$ cat src/rtl/udp_tx_traffic_gen_pkg.sv
// Shared definitions for the UDP transmit traffic generator and its PRBS helper.
// Payload mode encodings, FSM states, LFSR seed and the fixed IP fragment flags.
package udp_tx_traffic_gen_pkg;

    typedef enum logic [1:0] {
        MODE_CONST = 2'd0,
        MODE_INC   = 2'd1,
        MODE_PRBS  = 2'd2,
        MODE_CHID  = 2'd3
    } mode_t;

    typedef enum logic [2:0] {
        ST_IDLE,
        ST_ARB,
        ST_START,
        ST_WAIT_BUSY,
        ST_SEND,
        ST_DRAIN,
        ST_GAP
    } state_t;

    localparam logic [7:0] LFSR_SEED  = 8'hFF;
    localparam logic       DF_DEFAULT = 1'b1;
    localparam logic       MF_DEFAULT = 1'b0;

    // Fibonacci step for x^8+x^6+x^5+x^4+1, shifting towards the MSB.
    function automatic logic [7:0] lfsr_next(input logic [7:0] q);
        return {q[6:0], q[7] ^ q[5] ^ q[4] ^ q[3]};
    endfunction

endpackage

$ cat src/rtl/udp_tx_traffic_gen_prbs8_lfsr.sv
// 8-bit PRBS generator with synchronous seed load; shared with the receive checker.
module prbs8_lfsr
    import udp_tx_traffic_gen_pkg::*;
(
    input  logic       clk,
    input  logic       rst_n,
    input  logic       load,
    input  logic [7:0] seed,
    input  logic       step,
    output logic [7:0] q
);

    always_ff @(posedge clk or negedge rst_n) begin
        if (!rst_n) begin
            q <= '0;
        end else if (load) begin
            q <= seed;
        end else if (step) begin
            q <= lfsr_next(q);
        end
    end

endmodule

$ cat src/rtl/udp_tx_traffic_gen.sv
// Multi-channel UDP traffic source driving the ethernet core transmit control port.
// Channels are served round-robin; each packet's parameters are latched at arbitration.
module udp_tx_traffic_gen
    import udp_tx_traffic_gen_pkg::*;
#(
    parameter int         NUM_CH     = 2,
    parameter int         MAX_LEN    = 1472,
    parameter logic [7:0] CONST_BYTE = 8'h66,
    parameter int         START_TMO  = 16
) (
    input  logic                 clk,
    input  logic                 rst_n,
    input  logic                 enable,
    input  logic [15:0]          gap_cycles,
    input  logic [NUM_CH-1:0]    ch_en,
    input  logic [NUM_CH*16-1:0] ch_len,
    input  logic [NUM_CH*2-1:0]  ch_mode,
    input  logic [NUM_CH*48-1:0] ch_dst_mac,
    input  logic [NUM_CH*32-1:0] ch_dst_addr,
    input  logic [NUM_CH*16-1:0] ch_dst_port,
    input  logic                 busy_tx,
    input  logic                 dv_tx,
    output logic                 cvt_tx,
    output logic [7:0]           data_tx,
    output logic [15:0]          data_len_tx,
    output logic [47:0]          dst_mac,
    output logic [31:0]          dst_addr,
    output logic [15:0]          dst_port,
    output logic                 DF_tx,
    output logic                 MF_tx,
    output logic [2:0]           active_ch,
    output logic [31:0]          pkt_cnt,
    output logic                 err_tmo,
    output logic                 err_ovr
);

    localparam int unsigned NCH       = NUM_CH;
    localparam logic [15:0] MAX_LEN16 = 16'(MAX_LEN);
    localparam logic [15:0] TMO_LAST  = 16'(START_TMO - 1);

    state_t      state, state_nx, exit_st;
    logic [2:0]  rr_ptr, rr_nx;
    logic [15:0] gap_cnt, byte_cnt, tmo_cnt;
    mode_t       mode_q, sel_mode;
    logic [7:0]  data_q, lfsr_q, first_byte;
    logic [NUM_CH-1:0] ok;
    logic        found;
    int unsigned sel_idx;
    logic [15:0] sel_len, len_clip, sel_port;
    logic [47:0] sel_mac;
    logic [31:0] sel_addr;
    logic        lfsr_load, lfsr_step;

    for (genvar g = 0; g < NUM_CH; g++) begin : g_ok
        assign ok[g] = ch_en[g] && (ch_len[16*g +: 16] != '0);
    end

    // Two passes give "first at or after rr_ptr, wrapping" with constant indices only.
    always_comb begin
        found    = 1'b0;
        sel_idx  = 0;
        sel_len  = '0;
        sel_mac  = '0;
        sel_addr = '0;
        sel_port = '0;
        sel_mode = MODE_CONST;
        for (int unsigned i = 0; i < NCH; i++) begin
            if (!found && ok[i] && i >= {29'd0, rr_ptr}) begin
                found   = 1'b1;
                sel_idx = i;
            end
        end
        for (int unsigned i = 0; i < NCH; i++) begin
            if (!found && ok[i] && i < {29'd0, rr_ptr}) begin
                found   = 1'b1;
                sel_idx = i;
            end
        end
        for (int unsigned i = 0; i < NCH; i++) begin
            if (sel_idx == i) begin
                sel_len  = ch_len[16*i +: 16];
                sel_mac  = ch_dst_mac[48*i +: 48];
                sel_addr = ch_dst_addr[32*i +: 32];
                sel_port = ch_dst_port[16*i +: 16];
                sel_mode = mode_t'(ch_mode[2*i +: 2]);
            end
        end
        len_clip = (sel_len > MAX_LEN16) ? MAX_LEN16 : sel_len;
        rr_nx    = (sel_idx == NCH - 1) ? 3'd0 : 3'(sel_idx + 1);
        case (sel_mode)
            MODE_CONST: first_byte = CONST_BYTE;
            MODE_CHID:  first_byte = {5'b0, 3'(sel_idx)};
            default:    first_byte = 8'h00;
        endcase
    end

    always_comb begin
        state_nx = state;
        exit_st  = (gap_cycles == '0) ? (enable ? ST_ARB : ST_IDLE) : ST_GAP;
        case (state)
            ST_IDLE:      if (enable && (|ch_en)) state_nx = ST_ARB;
            ST_ARB:       state_nx = found ? ST_START : ST_IDLE;
            ST_START:     if (!busy_tx) state_nx = ST_WAIT_BUSY;
            ST_WAIT_BUSY: begin
                if (busy_tx)                  state_nx = ST_SEND;
                else if (tmo_cnt == TMO_LAST) state_nx = exit_st;
            end
            ST_SEND: begin
                if (!busy_tx)                                      state_nx = exit_st;
                else if (dv_tx && (byte_cnt + 16'd1 == data_len_tx)) state_nx = ST_DRAIN;
            end
            ST_DRAIN:     if (!busy_tx) state_nx = exit_st;
            ST_GAP:       if (gap_cnt == '0) state_nx = enable ? ST_ARB : ST_IDLE;
            default:      state_nx = ST_IDLE;
        endcase
    end

    assign lfsr_load = (state == ST_ARB) && found;
    assign lfsr_step = (state == ST_SEND) && dv_tx && (mode_q == MODE_PRBS);

    prbs8_lfsr u_lfsr (
        .clk   (clk),
        .rst_n (rst_n),
        .load  (lfsr_load),
        .seed  (LFSR_SEED),
        .step  (lfsr_step),
        .q     (lfsr_q)
    );

    always_ff @(posedge clk or negedge rst_n) begin
        if (!rst_n) begin
            state       <= ST_IDLE;
            rr_ptr      <= '0;
            gap_cnt     <= '0;
            byte_cnt    <= '0;
            tmo_cnt     <= '0;
            mode_q      <= MODE_CONST;
            data_q      <= '0;
            cvt_tx      <= 1'b0;
            data_len_tx <= '0;
            dst_mac     <= '0;
            dst_addr    <= '0;
            dst_port    <= '0;
            active_ch   <= '0;
            pkt_cnt     <= '0;
            err_tmo     <= 1'b0;
            err_ovr     <= 1'b0;
        end else begin
            state  <= state_nx;
            cvt_tx <= (state == ST_START) && !busy_tx;
            if (state != ST_GAP && state_nx == ST_GAP) begin
                gap_cnt <= gap_cycles - 16'd1;
            end
            case (state)
                ST_ARB: begin
                    if (found) begin
                        data_len_tx <= len_clip;
                        dst_mac     <= sel_mac;
                        dst_addr    <= sel_addr;
                        dst_port    <= sel_port;
                        mode_q      <= sel_mode;
                        active_ch   <= 3'(sel_idx);
                        rr_ptr      <= rr_nx;
                        data_q      <= first_byte;
                        byte_cnt    <= '0;
                    end
                end
                ST_START: tmo_cnt <= '0;
                ST_WAIT_BUSY: begin
                    if (!busy_tx && tmo_cnt == TMO_LAST) err_tmo <= 1'b1;
                    else                                 tmo_cnt <= tmo_cnt + 16'd1;
                end
                ST_SEND: begin
                    if (dv_tx) begin
                        byte_cnt <= byte_cnt + 16'd1;
                        if (mode_q == MODE_INC) data_q <= data_q + 8'd1;
                    end
                    if (!busy_tx) pkt_cnt <= pkt_cnt + 32'd1;
                end
                ST_DRAIN: begin
                    if (dv_tx)    err_ovr <= 1'b1;
                    if (!busy_tx) pkt_cnt <= pkt_cnt + 32'd1;
                end
                ST_GAP: if (gap_cnt != '0) gap_cnt <= gap_cnt - 16'd1;
                default: ;
            endcase
        end
    end

    assign data_tx = (mode_q == MODE_PRBS) ? lfsr_q : data_q;
    assign DF_tx   = DF_DEFAULT;
    assign MF_tx   = MF_DEFAULT;

endmodule

$ cat config.mk
export PLATFORM = sky130hd
export DESIGN_NAME = udp_tx_traffic_gen
export DESIGN_NICKNAME = d
export VERILOG_FILES = /design/src/rtl/udp_tx_traffic_gen_pkg.sv /design/src/rtl/udp_tx_traffic_gen_prbs8_lfsr.sv /design/src/rtl/udp_tx_traffic_gen.sv
export SDC_FILE = /design/constraint.sdc
export NUM_CORES = 1
export LEC_CHECK = 0
export BUFFER_PORTS_ARGS = -buffer_cell sky130_fd_sc_hd__buf_2
export CORE_ASPECT_RATIO = 0.6
export CORE_MARGIN = 2
export CORE_UTILIZATION = 51
export DETAILED_ROUTE_END_ITERATION = 12
export HOLD_SLACK_MARGIN = 0.1
export PLACE_DENSITY = 0.78
export SLEW_MARGIN = 25
export SYNTH_ARGS = -nofsm -noshare
export SYNTH_HDL_FRONTEND = slang
export SYNTH_SLANG_ARGS = --single-unit
$ cat constraint.sdc
create_clock -name clk -period 3.6 [get_ports clk]
set_clock_uncertainty 0.15 [all_clocks]
set_input_delay 0.36 -clock clk [delete_from_list [all_inputs] [get_ports clk]]
set_output_delay 0.36 -clock clk [all_outputs]
set_load 0.01 [all_outputs]
=== Yosys cells after proc, flatten, opt, wreduce, memory -nomap -nowiden ===
Index checks and enable logic that the tools add are counted.

* Logic and storage cells: 139
* Memories: 0
* Input port bits: 251
* Bits in latches: 0
* Bits in read-only memories: 0
* Flip-flop bits (word level): 222
* Output and inout port bits: 160
* Memory bits (writable): 0

* Reduce and logical (&&, ||, !) cells: 41
* Order comparisons: 5
* Add/subtract/negate cells: 7
* Equal/unequal tests: 18
* Shifts and indexed selects: 0
* $mul: 0
* Bitwise operators: 4
* Multiplexer cells: 47
* Divide/modulo/power cells: 0

{| class="wikitable"
|+ Operator list
! operator !! count
|-
| 2-to-1 mux 16 bit || 11
|-
| 2-to-1 mux 32 bit || 4
|-
| 2-to-1 mux 48 bit || 2
|-
| one-hot mux 16 bit (2 select lines) || 2
|-
| 2-to-1 mux 8 bit || 6
|-
| nonzero test 16 bit || 3
|-
| adder 16 x 1 -> 16 bit, second input constant || 2
|-
| adder 32 x 1 -> 32 bit, second input constant || 1
|-
| == test 32 x 1 -> 1 bit, second input constant || 1
|-
| logical NOT 16 bit || 2
|-
| logical NOT 32 bit || 1
|-
| subtractor 16 x 1 -> 16 bit, second input constant || 2
|-
| 2-to-1 mux 3 bit || 10
|-
| one-hot mux 3 bit (7 select lines) || 1
|-
| logical AND 1 bit || 17
|-
| == test 16 bit || 1
|-
| == test 16 x 4 -> 1 bit, second input constant || 1
|-
| greater-than comparator 16 x 11 -> 1 bit, second input constant || 1
|-
| one-hot mux 8 bit (2 select lines) || 1
|-
| one-hot mux 7 bit (2 select lines) || 1
|-
| == test 3 bit, second input constant || 4
|-
| AND reduction 2 bit || 5
|-
| adder 8 x 1 -> 8 bit, second input constant || 1
|-
| == test 3 x 2 -> 1 bit, second input constant || 2
|-
| 20 further kinds || 40
|}

=== Logic depth before layout (Yosys ltp) ===
* Depth after elaboration: 23
* Gate-level depth with buffers: 12
* Gate-level depth less buffers: 10

=== Modules after synthesis ===
Synthesis repeated with hierarchy kept, for this count alone.

* Cell total of the unflattened synthesis: 1318
* Area, all modules: 11551.1 um2

{| class="wikitable"
|+ By module, submodules not included
! module !! cells each !! times used !! area each (um2) !! sequential area each (um2)
|-
| udp_tx_traffic_gen || 1280 || 1 || 11157.0 || 5255.0
|-
| prbs8_lfsr || 38 || 1 || 394.1 || 200.2
|}

=== Worst setup path before layout ===
Ideal clock, no wire load.

* Path kind: input port to flip-flop
* Start point: in ch_len[12]
* End point: reg data_q[0]
* Cell stages on the path: 11
* Library setup time: 0.065 ns
* Buffers on the path: 2
* Arrival: 2.569 ns
* Path slack: 0.816 ns
* Data required time: 3.385 ns
* Path through: or4_4 nor3_2 a31oi_1 a21boi_1 buf_6 buf_6 mux2i_1 ha_1 nand4b_1 o211ai_1 o21a_1

* Cells in the longest elaborated chain, start to end: 23
* Elaborated cells between the ends (all ways): 30
* Classes of those cells: eq/ne: 3; mux: 12; reduce/logical: 15

{| class="wikitable"
|+ Ends and longest elaborated chain
! element !! RTL line !! RTL
|-
| start, declared || udp_tx_traffic_gen.sv:16 || <nowiki>input logic [NUM_CH*16-1:0] ch_len,</nowiki>
|-
| nonzero test 16 bit * || udp_tx_traffic_gen.sv:55 || <nowiki>assign ok[g] = ch_en[g] && (ch_len[16*g +: 16] != '0);</nowiki>
|-
| logical AND 1 bit * || udp_tx_traffic_gen.sv:55 ||
|-
| logical AND 1 bit || udp_tx_traffic_gen.sv:68 || <nowiki>if (!found && ok[i] && i >= {29'd0, rr_ptr}) begin</nowiki>
|-
| 2-to-1 mux 1 bit || udp_tx_traffic_gen.sv:68 ||
|-
| logical NOT 1 bit || udp_tx_traffic_gen.sv:68 ||
|-
| logical AND 1 bit (2 in series) || udp_tx_traffic_gen.sv:68 ||
|-
| 2-to-1 mux 1 bit || udp_tx_traffic_gen.sv:68 ||
|-
| logical NOT 1 bit || udp_tx_traffic_gen.sv:74 || <nowiki>if (!found && ok[i] && i < {29'd0, rr_ptr}) begin</nowiki>
|-
| [4 not listed] || n/a ||
|-
| logical AND 1 bit (2 in series) || udp_tx_traffic_gen.sv:74 ||
|-
| 2-to-1 mux 32 bit || udp_tx_traffic_gen.sv:74 ||
|-
| logical NOT 32 bit || udp_tx_traffic_gen.sv:80 || <nowiki>if (sel_idx == i) begin</nowiki>
|-
| 2-to-1 mux 2 bit (2 in series) || udp_tx_traffic_gen.sv:80 ||
|-
| == test 2 bit or logical NOT 2 bit (tied branches) || udp_tx_traffic_gen.sv:90 || <nowiki>case (sel_mode)</nowiki>
|-
| one-hot mux 7 bit (2 select lines) || udp_tx_traffic_gen.sv:90 ||
|-
| 2-to-1 mux 8 bit || udp_tx_traffic_gen.sv:156 || <nowiki>if (found) begin</nowiki>
|-
| one-hot mux 8 bit (2 select lines) || udp_tx_traffic_gen.sv:154 || <nowiki>case (state)</nowiki>
|-
| end signal, assigned || udp_tx_traffic_gen.sv:164 || <nowiki>data_q <= first_byte;</nowiki>
|-
| end signal, assigned || udp_tx_traffic_gen.sv:176 || <nowiki>if (mode_q == MODE_INC) data_q <= data_q + 8'd1;</nowiki>
|-
| end, declared || udp_tx_traffic_gen.sv:45 || <nowiki>logic [7:0] data_q, lfsr_q, first_byte;</nowiki>
|}

Every way passes the cells marked *; elsewhere a longest branch is shown, timed or not. The select of a mux whose other input is x is not followed.
A chain may end at the register's enable or synchronous reset.

=== Worst setup path in the final report ===
* Start point: in ch_len[1]
* End point: reg dst_addr[18]

* Cells in the longest elaborated chain, start to end: 19
* Elaborated cells between the ends (all ways): 24
* Classes of those cells: eq/ne: 1; mux: 9; reduce/logical: 14

{| class="wikitable"
|+ Ends and longest elaborated chain
! element !! RTL line !! RTL
|-
| nonzero test 16 bit * || udp_tx_traffic_gen.sv:55 ||
|-
| logical AND 1 bit * || udp_tx_traffic_gen.sv:55 ||
|-
| logical AND 1 bit || udp_tx_traffic_gen.sv:68 ||
|-
| 2-to-1 mux 1 bit || udp_tx_traffic_gen.sv:68 ||
|-
| logical NOT 1 bit || udp_tx_traffic_gen.sv:68 ||
|-
| logical AND 1 bit (2 in series) || udp_tx_traffic_gen.sv:68 ||
|-
| 2-to-1 mux 1 bit || udp_tx_traffic_gen.sv:68 ||
|-
| logical NOT 1 bit || udp_tx_traffic_gen.sv:74 ||
|-
| logical AND 1 bit (2 in series) || udp_tx_traffic_gen.sv:74 ||
|-
| 2-to-1 mux 1 bit || udp_tx_traffic_gen.sv:74 ||
|-
| logical NOT 1 bit || udp_tx_traffic_gen.sv:74 ||
|-
| logical AND 1 bit (2 in series) || udp_tx_traffic_gen.sv:74 ||
|-
| 2-to-1 mux 32 bit || udp_tx_traffic_gen.sv:74 ||
|-
| logical NOT 32 bit || udp_tx_traffic_gen.sv:80 ||
|-
| 2-to-1 mux 32 bit (2 in series) || udp_tx_traffic_gen.sv:80 ||
|-
| end signal, assigned || udp_tx_traffic_gen.sv:159 || <nowiki>dst_addr <= sel_addr;</nowiki>
|-
| end, declared || udp_tx_traffic_gen.sv:27 || <nowiki>output logic [31:0] dst_addr,</nowiki>
|}

Every way passes the cells marked *; elsewhere a longest branch is shown, timed or not.

==> summary.md <==
| Metric | Value |
|---|---|
| Status | `complete, no violations` |
| Hpwl dp | `about 26 mm` |
| Fill count | `~1,500` |
| Area share of the largest cell type after synthesis | `47.0%` |
| Bufs on Longest Clock Path | `3` |
| Syn_area_per_cell | `9.81 µm²` |
| Synth area leaders | `dfrtp_1 47%, mux2i_1 9.6%, nand2_1 6.0%` |
| Routed Antenna Nets | `0` |
| Non-filler cells, final | `roughly 2,100` |
| Commonest non-fill, non-tap cell in the layout | `buf_2` |
| Worst slew pin tran | `0.734 ns` |
| Ys Warns | `0` |
| Worst Setup End Kind | `register` |
| Final period utilization | `approximately 98%` |
| Wire length per cell | `~19 µm` |
| Vias | `about 12,000` |
| Startpoint type of the worst setup path | `input port` |
| Post-synthesis sequential area ratio | `a little under half` |
| Drt first pass iters | `7` |
| Hold Vio Cnt, Final | `0` |
| Unrepaired setup endpoints after global routing | `false` |
| Hold crit path type | `input port to register` |
| Die area | `between 0.02 and 0.025 mm²` |
| Clk_lat worst skew | `around 0.50 ns` |
| Post-Syn Area | `0.0116 mm²` |
| Total core area | `between 0.02 and 0.025 mm²` |
| Clock root cell | `clkbuf_16` |
| DR vias/cell | `approximately 5.6` |
| Largest net degree at the start of global routing | `121` |
| Vias in the first global route | `around 12,000` |
| Iteration-0 DRC Markers | `about 950` |
| I/O Buffers | `406` |
| FP Rows | `42` |
| Flop2flop setup slack | `a little under 0.7 ns` |
| Gr ovfl total | `0` |
| Maximum VDD drop | `263 µV` |
| Synth area leader | `dfrtp_1` |
| Final setup fails | `0` |
| Tmin final | `roughly 3.5 ns` |
| Num ports | `411` |
| Synth cell types | `75` |
| Placed Cells incl. Taps | `~1,900` |
| Area Growth Syn to Fin | `43.5%` |
| GRT Total Usage | `between 30% and 40%` |
| Synthesized instance count | `approximately 1,200` |
| CTS sink cnt | `~220` |
| Crit-path max FO | `42` |
| Seq cells post-synth | `218` |
| H-tree lvl count | `1` |
| Layout cells sized above 1 | `between 20 and 30%` |
| Post-synth EDFFs | `0` |
| Die Wd | `~200 µm` |
| Drt total wl | `between 40 and 50 mm` |
| CTS tree | `yes` |
| Setup tns final | `0 ns` |
| Final GP Congestion | `between 0.9 and 1` |
| CP arrival | `3.74 ns` |
| Post-synthesis async set-or-reset flop share | `100%` |
| CTS clock-pin slew for the worst setup and hold paths | `0.07 ns` |
| TritonCTS buffer count | `21` |
| Slew Viols, Final | `0` |
| Dominant synthesized flop cell | `dfrtp_1` |
| Commonest cells after routing, fill and taps aside | `405 x buf_2, 218 x dfrtp_1, 207 x dlygate4sd3_1, 185 x nand2_1, 111 x mux2i_1` |
| CP required | `between 3 and 4 ns` |
| Cell Pwr Density | `between 300 and 400 mW/mm²` |
| Remaining DRCs | `0` |
| Nets | `2,034` |
| Die Y-Extent | `121 µm` |
| WS Path Type | `input port to register` |
| Initial antenna violation count | `7` |
| First-pass GRT wire length | `roughly 62 mm` |
| Max_slew headroom | `between 50% and 60%` |
| Max-cap viol count | `0` |
| Fmax | `~0.28 GHz` |
| Cell leakage power | `0.00835 µW` |
| Initial core utilization | `52.3%` |
[metrics by stage]
step | hold WS [ns] | setup slack [ns] | power [µW] | utilization (%) | instance area (µm²)
floorplan | -0.0856 | 0.816 | 2670 | - | 11600
global placement | 0.266 | 0.603 | 2900 | 62.4 | 13800
detailed placement | 0.268 | 0.560 | 2910 | 62.4 | 13800
CTS | 0.101 | 0.0662 | 5380 | 74.8 | 16600
global route | 0.109 | 0.0276 | 5580 | 75.0 | 16600
finish | 0.118 | 0.0596 | 5390 | 75.0 | 16600
[cell usage after synthesis, drive strengths merged, types with 11 or more instances]
cell / number
a211oi: 18
dfrtp: 218
nand3: 50
nand2: 185
o21ai: 129
inv: 16
nor4: 14
buf: 39
and3: 13
nor2: 79
nor3: 28
clkbuf: 27
xor2: 30
or3: 11
mux2i: 111
a21oi: 24
xnor2: 54
[cells by family after synthesis]
logic type	Yosys count	synth area share, %
AND/OR/NAND/NOR	439	18.3
XOR/XNOR	84	6.34
AO/OA/AOI/OAI	229	12.8
multiplexers	120	10.5
flip-flops	218	47.0
other	2	0.0648
buffers and inverters	82	4.19
adder cells (fa/ha/maj)	8	0.863
[per-layer routing]
metal | wire, µm | vias up | track usage (%)
met5 | 34 | - | 0
met4 | 2140 | 6 | 17.6
met3 | 3330 | 184 | 8.31
met2 | 18900 | 580 | 53.1
met1 | 16100 | 5662 | 42.3
li1 | - | 5338 | -
[area by class of cell]
type                    count  area (µm²)  area share, %
multi-input cells         884        5680           34.1
flip-flops and latches    218        5460           32.8
repair buffers            634        4360           26.2
clock buffers              30         609           3.66
well taps                 308         385           2.32
clock inverters             6        80.1          0.481
inverters                  16        60.1          0.361
diodes                      4        10.0         0.0602
[worst max-delay path, cell delays in order]
cell,delay (ns)
dlygate4sd3_1,0.54
buf_2,0.13
or4_1,0.53
nor3_2,0.20
a31oi_2,0.20
a21boi_4,0.29
buf_8,0.23
buf_16,0.27
mux2i_1,0.26
dlygate4sd3_1,0.59
o21ai_1,0.10
[path summary, 6_finish.rpt]
path                                           from                          to  cells past startpoint
worst max-delay path                      ch_len[1]    dst_addr[18]$_DFFE_PN0P_                     11
worst min-delay path                     ch_len[20]  data_len_tx[4]$_DFFE_PN0P_                      3
worst max register to register   state[2]$_DFF_PN0_     pkt_cnt[23]$_DFFE_PN0P_                      7
worst min register to register  err_ovr$_DFFE_PN0P_         err_ovr$_DFFE_PN0P_                      1
max in group asynchronous                     rst_n      tmo_cnt[6]$_DFFE_PN0P_                      3
min in group asynchronous                     rst_n      pkt_cnt[6]$_DFFE_PN0P_                      2
[power breakdown]
part           internal (µW)  total (µW)  switching (µW)
clock network           1320        2280             958
registers               2450        2460            6.20
logic                    375         658             284
[state kept, by name (all words and copies together) (netlist names)]
register and cells:
byte_cnt 16, u_lfsr.q 8, err_tmo 1, rr_ptr 1, cvt_tx 1, dst_port 16, err_ovr 1, gap_cnt 16
mode_q 2, state 3, tmo_cnt 16, dst_mac 48, dst_addr 32, data_q 8, data_len_tx 16, pkt_cnt 32
active_ch 1
[repair_timing]
action	in CTS	in global routing
endpoints found under the setup margin	0	86
buffers inserted	0	0
hold endpoints to repair	194	0
hold buffers	207	0
resized for setup	0	6
No activity file was read; power rests on OpenSTA's default activity.
